### src/rtl/tx_handshake_4phase.sv
`default_nettype none
// +--------------------------------------------------------------------------+
// | Module   : tx_handshake_4phase                                           |
// | Purpose  : Transmit side of a four-phase req/ack link; ack synchronised  |
// |            into clk_tx. Define TX_SKID_EN for a one-word skid register.  |
// | Revision : 1.0  initial release                                          |
// +--------------------------------------------------------------------------+
module tx_handshake_4phase #(
    parameter int DATA_MSB    = 7,
    parameter int SYNC_STAGES = 2
) (
    input  logic              clk_tx,
    input  logic              reset,
    input  logic              vi,
    input  logic [DATA_MSB:0] tdata,
    input  logic              ack,
    output logic              req,
    output logic [DATA_MSB:0] data,
    output logic              stall,
    output logic              done
);

    typedef enum logic [1:0] {
        ST_IDLE = 2'd0,
        ST_REQ  = 2'd1,
        ST_REL  = 2'd2
    } state_t;

    state_t                 r_state;
    logic [SYNC_STAGES-1:0] r_ack_sync;
    logic                   r_req;
    logic                   r_done;
    logic [DATA_MSB:0]      r_data;

    logic                   w_ack_s;
    logic                   w_idle_ready;
    logic                   w_launch;
    logic [DATA_MSB:0]      w_launch_data;

    always_ff @(posedge clk_tx or negedge reset) begin
        if (!reset) begin
            r_ack_sync <= '0;
        end else begin
            r_ack_sync <= {r_ack_sync[SYNC_STAGES-2:0], ack};
        end
    end

    assign w_ack_s      = r_ack_sync[SYNC_STAGES-1];
    assign w_idle_ready = (r_state == ST_IDLE) && !w_ack_s;

`ifdef TX_SKID_EN
    logic              r_skid_full;
    logic [DATA_MSB:0] r_skid_data;
    logic              w_accept;
    logic              w_skid_launch;
    logic              w_skid_load;

    // Stall drops on the skid-launch cycle so a held word refills the skid
    // exactly once instead of being taken without the producer noticing.
    assign stall         = ~reset | (r_skid_full & ~w_idle_ready);
    assign w_accept      = vi & ~stall;
    assign w_skid_launch = w_idle_ready & r_skid_full;
    assign w_launch      = w_idle_ready & (r_skid_full | vi);
    assign w_launch_data = r_skid_full ? r_skid_data : tdata;
    assign w_skid_load   = w_accept & ~(w_idle_ready & ~r_skid_full);
`else
    assign stall         = ~reset | ~w_idle_ready;
    assign w_launch      = w_idle_ready & vi;
    assign w_launch_data = tdata;
`endif

    always_ff @(posedge clk_tx or negedge reset) begin
        if (!reset) begin
            r_state     <= ST_IDLE;
            r_req       <= 1'b0;
            r_data      <= '0;
            r_done      <= 1'b0;
`ifdef TX_SKID_EN
            r_skid_full <= 1'b0;
            r_skid_data <= '0;
`endif
        end else begin
            r_done <= 1'b0;
            case (r_state)
                ST_IDLE: begin
                    if (w_launch) begin
                        r_data  <= w_launch_data;
                        r_req   <= 1'b1;
                        r_state <= ST_REQ;
                    end
                end
                ST_REQ: begin
                    if (w_ack_s) begin
                        r_req   <= 1'b0;
                        r_state <= ST_REL;
                    end
                end
                ST_REL: begin
                    if (!w_ack_s) begin
                        r_done  <= 1'b1;
                        r_state <= ST_IDLE;
                    end
                end
                default: begin
                    r_req   <= 1'b0;
                    r_state <= ST_IDLE;
                end
            endcase
`ifdef TX_SKID_EN
            if (w_skid_load) begin
                r_skid_data <= tdata;
            end
            r_skid_full <= w_skid_load | (r_skid_full & ~w_skid_launch);
`endif
        end
    end

    assign req  = r_req;
    assign data = r_data;
    assign done = r_done;

endmodule
`default_nettype wire

### config.mk
export PLATFORM = sky130hd
export DESIGN_NAME = tx_handshake_4phase
export DESIGN_NICKNAME = d
export VERILOG_FILES = /design/src/rtl/tx_handshake_4phase.sv
export SDC_FILE = /design/constraint.sdc
export NUM_CORES = 1
export LEC_CHECK = 0
export ABC_CLOCK_PERIOD_IN_PS = 1600
export CELL_PAD_IN_SITES_DETAIL_PLACEMENT = 1
export CELL_PAD_IN_SITES_GLOBAL_PLACEMENT = 1
export CORE_MARGIN = 2
export CORE_UTILIZATION = 31
export DETAILED_ROUTE_END_ITERATION = 6
export GPL_TIMING_DRIVEN = 0
export PLACE_DENSITY = 0.76
export RECOVER_POWER = 100
export SLEW_MARGIN = 20
export SYNTH_ARGS = -nofsm -noshare
export SYNTH_HDL_FRONTEND = slang
export SYNTH_SLANG_ARGS = --single-unit
### constraint.sdc
create_clock -name clk_tx -period 1.6 [get_ports clk_tx]
set_input_delay 0.4 -clock clk_tx [delete_from_list [all_inputs] [get_ports clk_tx]]
set_output_delay 0.4 -clock clk_tx [all_outputs]
set_load 0.01 [all_outputs]
Yosys cells after proc, flatten, opt, wreduce, memory -nomap -nowiden
Index checks and enable logic that the tools add are counted.

Register bits: 14. Word-level logic and storage cells: 30.

Eq/ne operators: 5. Muxes and demuxes: 9. Bitwise logic cells: 5. Reductions and logical operators: 6.

Operators by type and width (number): $mux 2 (3); $ne 2x2->1 const B (3); $pmux 2 s3 (1); $reduce_and 3->1 (2); $mux 1 (4); $not 1->1 (3); $pmux 1 s3 (1); $eq 2x1->1 const B (1); $eq 2x2->1 const B (1); $logic_not 2->1 (1); $reduce_and 2->1 (1); $and 1x1->1 (1); $logic_and 1x1->1 (1); $logic_not 1->1 (1); $or 1x1->1 (1).

Depth between registers and ports, before layout
Gate-level depths: netlist (run 1).

Depth after elaboration: 5. Gate-level depth with buffers: 4. Mapped depth without buffers: 3.

Least setup slack after synthesis (run 1)
Ideal clock, no wire load.

Kind: flip-flop to flip-flop. Start point: register r_ack_sync[1]. End point: register r_data[0], in the netlist data[0]. Library setup time: 0.125 ns. Arrival: 1.133 ns. Required time: 1.475 ns. Path slack: 0.341 ns. Stages on the path, launching flop included: 5. Buffers on the path: 1. Path through: dfrtp_1 nor2_1 and2_4 buf_6 mux2_4.

Longest elaborated chain between the ends: 4.

RTL lines: from (decl) (RTL line 30) `logic [SYNC_STAGES-1:0] r_ack_sync;`; from (signal assigned) (RTL line 44) `r_ack_sync <= {r_ack_sync[SYNC_STAGES-2:0], ack};`; $logic_not 1->1; $logic_and 1x1->1 (RTL line 49) `assign w_idle_ready = (r_state == ST_IDLE) && !w_ack_s;`; $and 1x1->1 (RTL line 68) `assign w_launch = w_idle_ready & vi;`; $reduce_and 2->1 (no source line); to (signal assigned) (RTL line 87) `r_data <= w_launch_data;`; to (decl) (RTL line 33) `logic [DATA_MSB:0] r_data;`.

Every way passes these cells. A chain may end at the register's enable or synchronous reset.

Worst setup path after layout (run 1)
Start point: input port vi. End point: register r_data[5], in the netlist data[5].

Longest elaborated chain between the ends: 2.

RTL lines: from (decl) (RTL line 14) `input logic vi,`; $and 1x1->1 (RTL line 68); $reduce_and 2->1 (no source line).

Every way passes these cells.

==> flow_summary_export.csv, run 1 <==
group,metric,value,unit
outcome,outcome,"finished clean",
synthesis,synth_top_flop_cell,"dfrtp_1",
synthesis,post_synth_instance_area,552,um2
setup_path,timing.critical_path.from_type,"input pin",
synthesis,synth_enable_flop_cells,0,
layout,layout-drive-gt1-share,25.4,%
detailed_routing,drt_pre_antenna_iters,2,
grt,grt_overflow,0,
hold_path,hold_path_startpoint,"r_ack_sync[0]",
floorplan,initial_core_utilization,32.3,%
place,io_buffers,22,
grt,largest_net_degree_at_the_start_of_global_routing,15,
grt,grt_pass1_wl,1.78,mm
setup_path,crit_type,"in -> reg",
detailed_routing,drt_iter0_markers,2,
layout,antenna_cells,0,
setup_path,nature_of_the_critical_path_endpoint,"flop",
setup_path,timing.critical_path.cells,"clkdlybuf4s50_1 > nor2b_1 > and2_4 > buf_4 > mux2_4",
synthesis,syn_inst,34,
setup_path,crit_path_max_incr_delay,480,ps
clock_network,cts.sink_count,14,
clock_network,cts_made_buffers,3,
timing,hold_violations_final,0,
detailed_routing,avgRoutedWirePerCell,12.8,um
clock_network,clk_latency,290,ps
floorplan,fp.dieW,46.2,um
timing,finalWorstPathRequiredPeriod,1540,ps
synthesis,ys.warnings.count,0,
grt,grt_antenna_before_repair,0,
run,cap_violations,0,
clock_network,ctsHtreeMaxLevel,1,
synthesis,library_cell_with_the_highest_instance_count_after_synthesis,"dfrtp_1",
synthesis,synth_sequential_area_ratio,63.5,%
hold_path,hold_path.class,"reg -> reg",
synthesis,postSynth.asyncResetShare,100,%
timing,fmax,0.649,GHz
timing,setup_viol,0,
clock_network,cts_max_path_bufs,2,
timing,clock-skew-final,1.67,ps
detailed_routing,postRouteWirelength,1.13,mm
timing,worst_pin_slew,630,ps
place,routability_congestion_estimate_from_global_placement,0.680,
detailed_routing,post_route_drc_violation_count,0,
pwr,final_power,1.04,mW
timing,rsz_0062_raised_after_global_routing,"no",
grt,globalRouteTotalUtil,13.2,%
synthesis,synth_commonest_cells,"dfrtp_1, mux2_4, o21ai_0",
floorplan,core-area,0.00171,mm2
synthesis,post_synth_cell_types,13,
layout,flow.area_growth_from_synthesis,52.6,%
setup_path,critical_path.top_delay_family,"buffers and inverters",
clock_network,cts-root-buf,"clkbuf_4",
layout,layout.nets,76,
layout,fillCellCount,182,
detailed_routing,drtAntennaViolNets,0,
setup_path,cp.arrival,1720,ps
synthesis,synthesis.nets,46,
pwr,power.ir.vdd_worst,0.640,mV
timing,timing.max_slew.rel_slack,57.8,%
floorplan,fp.dieH,46.2,um
clock_network,tritoncts,"built",
pwr,power_density,1240,mW/mm2
floorplan,boundaryPins,23,
synthesis,ys_top_cells_by_area,"dfrtp_1, mux2_4, buf_6",
timing,tns,0,ps
pwr,leakage,0.383,nW
clock_network,clk_pin_slew,90,ps
floorplan,core.rowCount,15,
floorplan,die_footprint,0.00213,mm2
setup_path,crit_buf_inv,2,
synthesis,synth_top_area_share,63.5,%
synthesis,ys_ff_latch,14,
synthesis,syn-mean-instance-area,16.2,um2
timing,timing_max_transition_violations_final,0,
setup_path,critPathMaxFanout,8,
synthesis,post-synth-top-area-cell,"dfrtp_1",
setup_path,crit_slowest_cell,"clkdlybuf4s50_1",
detailed_routing,viasPerCell,4.27,
grt,first_global_vias,356,
detailed_routing,route.vias.total,376,
setup_path,worstSetupStartpoint,"vi",
setup_path,worstReg2RegStart,"r_state[1]",
setup_path,worst_ep_required_time,1780,ps
timing,timing.final.crit_share,96.4,%
==> metal layers <==
layer	track usage [%]	wire length [um]	up-vias
met1	16.9	498	190
met3	5.88	37	2
met2	16.9	566	13
li1	-	-	171
met5	0	0	-
met4	10.3	25	0
==> worst reg2reg max path, stage by stage (launching register included) <==
cell,delay (ps)
dfrtp_1,410
nor2_1,140
buf_4,140
and2_4,130
buf_4,190
mux2_4,320
==> flip-flops by register name, indices dropped and copies added, names as in the netlist <==
name and flops:
req 1, r_state 2, r_ack_sync 2, data 8, done 1
==> final cells by class <==
type                       instances  area, um2  area share, %
buffer                             1       7.51          0.892
multi-input combinational         18        186           22.1
timing repair buffer              25        226           26.9
tap                               25       31.3           3.71
clock buffer                       4       36.3           4.31
inverter                           1       3.75          0.446
sequential                        14        350           41.6
==> cells by family after synthesis <==
family,count (synthesis),synth area share (%)
DFF,14,63.5
muxes,8,21.8
and+or+nand+nor,6,7.26
AOI/OAI and AO/OA,3,3.18
buffers and inverters,2,2.72
xor gates and xnor gates,1,1.59
==> layout by cell type, fill, tap and decap left out <==
cell type        count
dlygate4sd3_1        2
nand3b_1             1
dlygate4sd2_1        5
nor2_1               1
clkbuf_4             4
clkdlybuf4s50_1     10
inv_1                1
buf_4                2
clkbuf_8             1
and2_4               1
o21ai_0              2
dfrtp_1             14
o21a_1               1
and2_1               1
nor3b_1              1
nor2b_1              1
xor2_1               1
clkbuf_1             2
mux2_4               8
clkdlybuf4s25_1      4
==> where the power goes <==
part           internal, mW  switching, mW
Sequential            0.429         0.0447
Clock                 0.139          0.125
Combinational         0.199          0.108
==> per-stage QoR <==
step | cell area [um2] | hold WS [ps] | utilization (%) | worst slack (ps) | cells
2_1_floorplan | 552 | 104 | - | 341 | 34
3_3_place_gp | 803 | 334 | 47.0 | -798 | 81
3_5_place_dp | 803 | 354 | 47.0 | -825 | 81
4_1_cts | 848 | 379 | 49.7 | 0.679 | 87
5_1_grt | 842 | 388 | 49.3 | 13.4 | 88
6_report | 842 | 365 | 49.3 | 58.2 | 88
==> worst paths after layout <==
check                                      to  slack [ps]  depth (start not counted)
worst max-delay path                  data[5]          60                          5
worst min-delay path            r_ack_sync[1]         370                          0
worst max register to register        data[5]         170                          5
worst min register to register  r_ack_sync[1]         370                          0
max in group asynchronous             data[1]         480                          2
min in group asynchronous             data[5]         720                          2
==> what timing repair did <==
action                                  4_1_cts  5_1_grt
setup buffers                                 1        1
resized for setup                            13        6
hold buffers                                  1        0
endpoints found under the setup margin        6        5
endpoints found under the hold margin        14        0
pin swaps                                     1        1
Note: power is estimated with default switching activity, not from simulation.
==> run 2: changes to the inputs <==
--- a/config.mk
+++ b/config.mk
@@ -6,9 +6,10 @@
 export NUM_CORES = 1
 export LEC_CHECK = 0
 export ABC_CLOCK_PERIOD_IN_PS = 1600
+export CAP_MARGIN = 25
 export CELL_PAD_IN_SITES_DETAIL_PLACEMENT = 1
 export CELL_PAD_IN_SITES_GLOBAL_PLACEMENT = 1
-export CORE_MARGIN = 2
+export CORE_MARGIN = 4
 export CORE_UTILIZATION = 31
 export DETAILED_ROUTE_END_ITERATION = 6
 export GPL_TIMING_DRIVEN = 0
==> run 2 against run 1 <==
Via count fell by 4.0%. Sequential cell count stayed put. Setup slack gained 16 ps. Register-to-register slack better by 30 ps. First-iteration DRC count decreased by 100%. Highest routed layer is now met3. Critical path type is now reg -> out. Non-clock buffer count decreased by 1. Power is 6.1% lower. Global-route usage decreased by 3.1 points. Hold slack worse by 360 ps. Critical path depth decreased by 4. Design area shrank 2.2%.
==> flow_summary_export.csv, run 2 (synthesized netlist as in run 1, its figures left out) <==
group,metric,value,unit
floorplan,fp.dieH,50.2,um
setup_path,crit_buf_inv,1,
timing,rsz_0062_raised_after_global_routing,"no",
setup_path,cp.arrival,1130,ps
place,routability_congestion_estimate_from_global_placement,0.613,
grt,grt_pass1_wl,1.86,mm
clock_network,cts_max_path_bufs,2,
detailed_routing,postRouteWirelength,1.09,mm
layout,layout.nets,75,
clock_network,tritoncts,"built",
timing,setup_viol,0,
setup_path,critPathMaxFanout,1,
setup_path,timing.critical_path.from_type,"flop",
layout,fillCellCount,161,
timing,clock-skew-final,8.13,ps
detailed_routing,post_route_drc_violation_count,0,
grt,grt_antenna_before_repair,0,
timing,timing.final.crit_share,95.4,%
pwr,leakage,0.361,nW
timing,timing_max_transition_violations_final,0,
detailed_routing,drt_pre_antenna_iters,1,
setup_path,worst_ep_required_time,1200,ps
clock_network,cts_made_buffers,3,
clock_network,cts.sink_count,14,
layout,largest_register_ffs,8,
clock_network,cts_hold_buf,0,
floorplan,initial_core_utilization,34.6,%
layout,summed_area_of_non_filler_cells_in_the_final_layout,823,um2
layout,flow.area_growth_from_synthesis,49.2,%
timing,holdWs,6.03,ps
grt,first_global_vias,406,
layout,post_route_non_filler_standard_cell_count,85,
floorplan,core.rowCount,14,
pwr,power_density,1190,mW/mm2
grt,globalRouteTotalUtil,10.1,%
grt,grt_overflow,0,
floorplan,boundaryPins,23,
timing,timing.max_slew.rel_slack,78.8,%
outcome,outcome,"finished clean",
timing,fmax,0.655,GHz
clock_network,clk_latency,270,ps
place,io_buffers,22,
floorplan,die_footprint,0.00252,mm2
clock_network,ctsHtreeMaxLevel,1,
layout,seq_area,352,um2
run,cap_violations,0,
clock_network,clk_pin_slew,80,ps
detailed_routing,avgRoutedWirePerCell,12.9,um
floorplan,core-area,0.00159,mm2
setup_path,critical_path.top_delay_family,"buffers and inverters",
layout,antenna_cells,0,
detailed_routing,viasPerCell,4.25,
layout,layout_common_cells,"dfrtp_1, clkdlybuf4s50_1, clkdlybuf4s25_1",
layout,multiInputGateArea,184,um2
setup_path,crit_type,"reg -> out",
detailed_routing,drtAntennaViolNets,0,
detailed_routing,route.vias.total,361,
layout,layout-drive-gt1-share,24.6,%
timing,worst_pin_slew,319,ps
detailed_routing,drt_iter0_markers,0,
timing,hold_violations_final,0,
pwr,power.ir.vdd_worst,0.638,mV
grt,largest_net_degree_at_the_start_of_global_routing,16,
clock_network,cts-root-buf,"clkbuf_4",
hold_path,hold_path.class,"in -> async",
place,dp.cells,80,
setup_path,crit_slowest_cell,"clkdlybuf4s50_1",
layout,layout.cells.most_common,"dfrtp_1",
place,detailed_place.area,802,um2
timing,finalWorstPathRequiredPeriod,1530,ps
setup_path,nature_of_the_critical_path_endpoint,"primary output",
setup_path,timing.critical_path.cells,"clkdlybuf4s50_1",
floorplan,fp.dieW,50.2,um
setup_path,crit_path_max_incr_delay,530,ps
-- run 2: worst paths after layout --
| path | startpoint | endpoint | slack, ps | cells past startpoint |
|---|---|---|---|---|
| worst max-delay path | done | done | 70 | 1 |
| worst min-delay path | reset | done | 6 | 1 |
| worst max register to register | r_state[1] | data[0] | 200 | 5 |
| worst min register to register | r_ack_sync[0] | r_ack_sync[1] | 350 | 0 |
| max in group asynchronous | reset | r_state[0] | 1330 | 1 |
| min in group clk_tx | r_ack_sync[0] | r_ack_sync[1] | 350 | 0 |
-- run 2: routing by layer --
layer / up-vias / share of wire (%) / GRT usage [%]
met1: 179 / 41 / 11.2
met3: 0 / 9.1 / 6.21
met5: - / 0 / 0
met4: 0 / 0 / 2.76
met2: 14 / 50 / 16.1
li1: 168 / - / -
-- run 2: worst register-to-register path, cell delays in order, from the launching register on --
cell	delay (ps)
dfrtp_1	380
nor2_1	150
buf_4	140
and2_0	140
buf_6	170
mux2_4	310
-- run 2: final cells by class --
| type | count | area share, % |
|---|---|---|
| repair buffers | 24 | 26.7 |
| well taps | 24 | 3.65 |
| plain buffers | 1 | 1.37 |
| multi-input cells | 18 | 22.3 |
| clock buffers | 3 | 2.74 |
| flip-flops and latches | 14 | 42.7 |
| inverters | 1 | 0.456 |
-- run 2: timing repair --
item	CTS	global route
pin swaps	1	0
setup endpoints to repair	1	10
buffers inserted	2	0
resized for setup	7	12
-- run 2: through the flow --
step | util [%] | setup slack (ps) | TNS, ps | total power, mW
3_5_place_dp | 50.3 | -793 | -2320 | 0.826
3_3_place_gp | 50.3 | -801 | -2280 | 0.818
2_1_floorplan | - | 341 | 0 | 0.632
6_report | 51.6 | 73.9 | 0 | 0.980
5_1_grt | 51.6 | 4.24 | 0 | 1.04
4_1_cts | 52.4 | 6.38 | 0 | 1.02
-- run 2: report_power, final --
| group | switching [mW] | leakage (nW) | internal, mW | total (mW) |
|---|---|---|---|---|
| Combinational | 0.111 | 0.181 | 0.209 | 0.320 |
| Sequential | 0.0429 | 0.166 | 0.429 | 0.472 |
| Clock | 0.100 | 0.0138 | 0.0871 | 0.187 |
==> run 3: changes to the inputs <==
--- a/config.mk
+++ b/config.mk
@@ -6,7 +6,7 @@
 export NUM_CORES = 1
 export LEC_CHECK = 0
 export ABC_CLOCK_PERIOD_IN_PS = 1600
-export CAP_MARGIN = 25
+export CAP_MARGIN = 20
 export CELL_PAD_IN_SITES_DETAIL_PLACEMENT = 1
 export CELL_PAD_IN_SITES_GLOBAL_PLACEMENT = 1
 export CORE_MARGIN = 4
@@ -14,7 +14,6 @@
 export DETAILED_ROUTE_END_ITERATION = 6
 export GPL_TIMING_DRIVEN = 0
 export PLACE_DENSITY = 0.76
-export RECOVER_POWER = 100
 export SLEW_MARGIN = 20
 export SYNTH_ARGS = -nofsm -noshare
 export SYNTH_HDL_FRONTEND = slang
==> run 3 against run 2 <==
Routed wire length increased by 1.4%. Clock power is essentially flat. Highest routed layer unchanged. Clock-buffer cell count unchanged. Design area grew 4.0%.
==> flow_summary_export.csv, run 3 (synthesized netlist as in run 1, its figures left out) <==
group,metric,value,unit
floorplan,core.rowCount,14,
grt,largest_net_degree_at_the_start_of_global_routing,16,
place,pre_cts_ws,-793,ps
clock_network,cts_made_buffers,3,
place,routability_congestion_estimate_from_global_placement,0.613,
grt,globalRouteTotalUtil,10.1,%
floorplan,die_footprint,0.00252,mm2
detailed_routing,drtAntennaViolNets,0,
clock_network,clk_pin_slew,80,ps
detailed_routing,avgRoutedWirePerCell,13.0,um
pwr,power.clock.fraction,18.9,%
outcome,outcome,"finished clean",
timing,rsz_0062_raised_after_global_routing,"no",
layout,layout.cells.most_common,"dfrtp_1",
layout,largest_register_ffs,8,
setup_path,timing.critical_path.from_type,"flop",
layout,layout-drive-gt1-share,31.1,%
layout,antenna_cells,0,
floorplan,fp.dieH,50.2,um
setup_path,crit_slowest_cell,"clkdlybuf4s50_1",
setup_path,nature_of_the_critical_path_endpoint,"primary output",
clock_network,ctsHtreeMaxLevel,1,
timing,timing_max_transition_violations_final,0,
clock_network,cts-root-buf,"clkbuf_4",
setup_path,cp.arrival,1130,ps
setup_path,crit_path_max_incr_delay,530,ps
detailed_routing,drt_pre_antenna_iters,1,
clock_network,cts_max_path_bufs,2,
layout,flow.area_growth_from_synthesis,55.1,%
timing,hold_violations_final,0,
clock_network,cts.sink_count,14,
layout,fillCellCount,159,
timing,tns,0,ps
pwr,leakage,0.454,nW
run,cap_violations,0,
floorplan,fp.dieW,50.2,um
layout,layout.nets,75,
detailed_routing,drt_iter0_markers,0,
layout,summed_area_of_non_filler_cells_in_the_final_layout,856,um2
place,detailed_place.area,802,um2
detailed_routing,route.vias.total,361,
timing,worst_pin_slew,318,ps
clock_network,tritoncts,"built",
pwr,power_density,1160,mW/mm2
floorplan,boundaryPins,23,
timing,finalWorstPathRequiredPeriod,1530,ps
pwr,power.net_switching,252,uW
grt,grt_pass1_wl,1.86,mm
clock_network,cts_hold_buf,0,
detailed_routing,postRouteWirelength,1.11,mm
timing,timing.max_slew.rel_slack,78.8,%
setup_path,critical_path.top_delay_family,"buffers and inverters",
layout,layout_common_cells,"dfrtp_1, clkdlybuf4s50_1, dlymetal6s2s_1",
pwr,internal_power,738,uW
pwr,pwr-share-seq,47.6,%
timing,setup_viol,0,
setup_path,worst_ep_required_time,1200,ps
place,io_buffers,22,
grt,first_global_vias,406,
setup_path,timing.critical_path.cells,"clkdlybuf4s50_1",
pwr,final_power,990,uW
clock_network,clk_latency,270,ps
setup_path,crit_type,"reg -> out",
pwr,fraction_of_power_consumed_by_combinational_cells,33.6,%
setup_path,critPathMaxFanout,1,
detailed_routing,viasPerCell,4.25,
layout,post_route_non_filler_standard_cell_count,85,
setup_path,crit_buf_inv,1,
hold_path,hold_path.class,"in -> async",
floorplan,initial_core_utilization,34.6,%
detailed_routing,post_route_drc_violation_count,0,
timing,timing.final.crit_share,95.3,%
timing,fmax,0.656,GHz
timing,postLayoutSetupSlackWorst,74.8,ps
timing,clock-skew-final,7.42,ps
pwr,swShare,25.5,%
place,dp.cells,80,
grt,grt_overflow,0,
pwr,power.ir.vdd_worst,0.639,mV
grt,grt_antenna_before_repair,0,
floorplan,core-area,0.00159,mm2
run 3: cell count changes in the layout (fill, tap and decap cells not counted):
cell	delta
and2_0	-2
and2_1	+1
and2_4	+1
buf_4	+1
clkbuf_1	-2
clkbuf_2	+1
clkdlybuf4s25_1	-9
clkdlybuf4s50_1	+1
dlygate4sd3_1	-1
dlymetal6s2s_1	+9
nor2_1	-1
nor2_2	+1
run 3: path summary, 6_finish.rpt:
kind                                from            end  slack [ps]  cells after the start
max in group asynchronous          reset     r_state[0]        1330                      1
max reg2reg                   r_state[1]        data[0]         240                      5
max                                 done           done          70                      1
min                                reset           done           7                      1
min in group clk_tx        r_ack_sync[0]  r_ack_sync[1]         350                      0
min reg2reg                r_ack_sync[0]  r_ack_sync[1]         350                      0
run 3: cell type report:
| class | count | area [um2] | area share [%] |
|---|---|---|---|
| Timing Repair Buffer | 24 | 248 | 28.9 |
| Inverter | 1 | 3.75 | 0.439 |
| Sequential cell | 14 | 352 | 41.1 |
| Multi-Input combinational cell | 18 | 189 | 22.1 |
| Tap cell | 24 | 30.0 | 3.51 |
| Buffer | 1 | 11.3 | 1.32 |
| Clock buffer | 3 | 22.5 | 2.63 |
run 3: power groups by stage:
stage                     sequential, mW  combinational, mW  clock [mW]
final                              0.471              0.333       0.187
after global routing               0.485              0.356       0.214
after CTS                          0.475              0.356       0.194
after detailed placement           0.480              0.345           0
after global placement             0.476              0.342           0
after floorplan                    0.509              0.123           0
run 3: what timing repair did:
item,4_1_cts,5_1_grt
gates cloned,0,0
pin swaps,1,0
setup buffers,2,0
gates resized for setup,7,12
endpoints found under the setup margin,1,10
run 3: through the flow:
| step | hold slack [ps] | util [%] |
|---|---|---|
| after floorplan | 104 | - |
| after global placement | 334 | 50.3 |
| after detailed placement | 336 | 50.3 |
| after CTS | 17.7 | 52.4 |
| after global routing | 16.9 | 53.7 |
| final | 6.84 | 53.7 |
run 3: worst reg2reg max path, stage by stage (launching register included):
cell     delay (ps)
dfrtp_1         390
nor2_2          130
buf_4           130
and2_4          130
buf_6           150
mux2_4          310
run 3: layer usage:
metal  track usage (%)  routed length [um]
met1              11.2                 444
met2              16.1                 551
met3              6.21                 113
met4              2.76                   0
met5                 0                   0
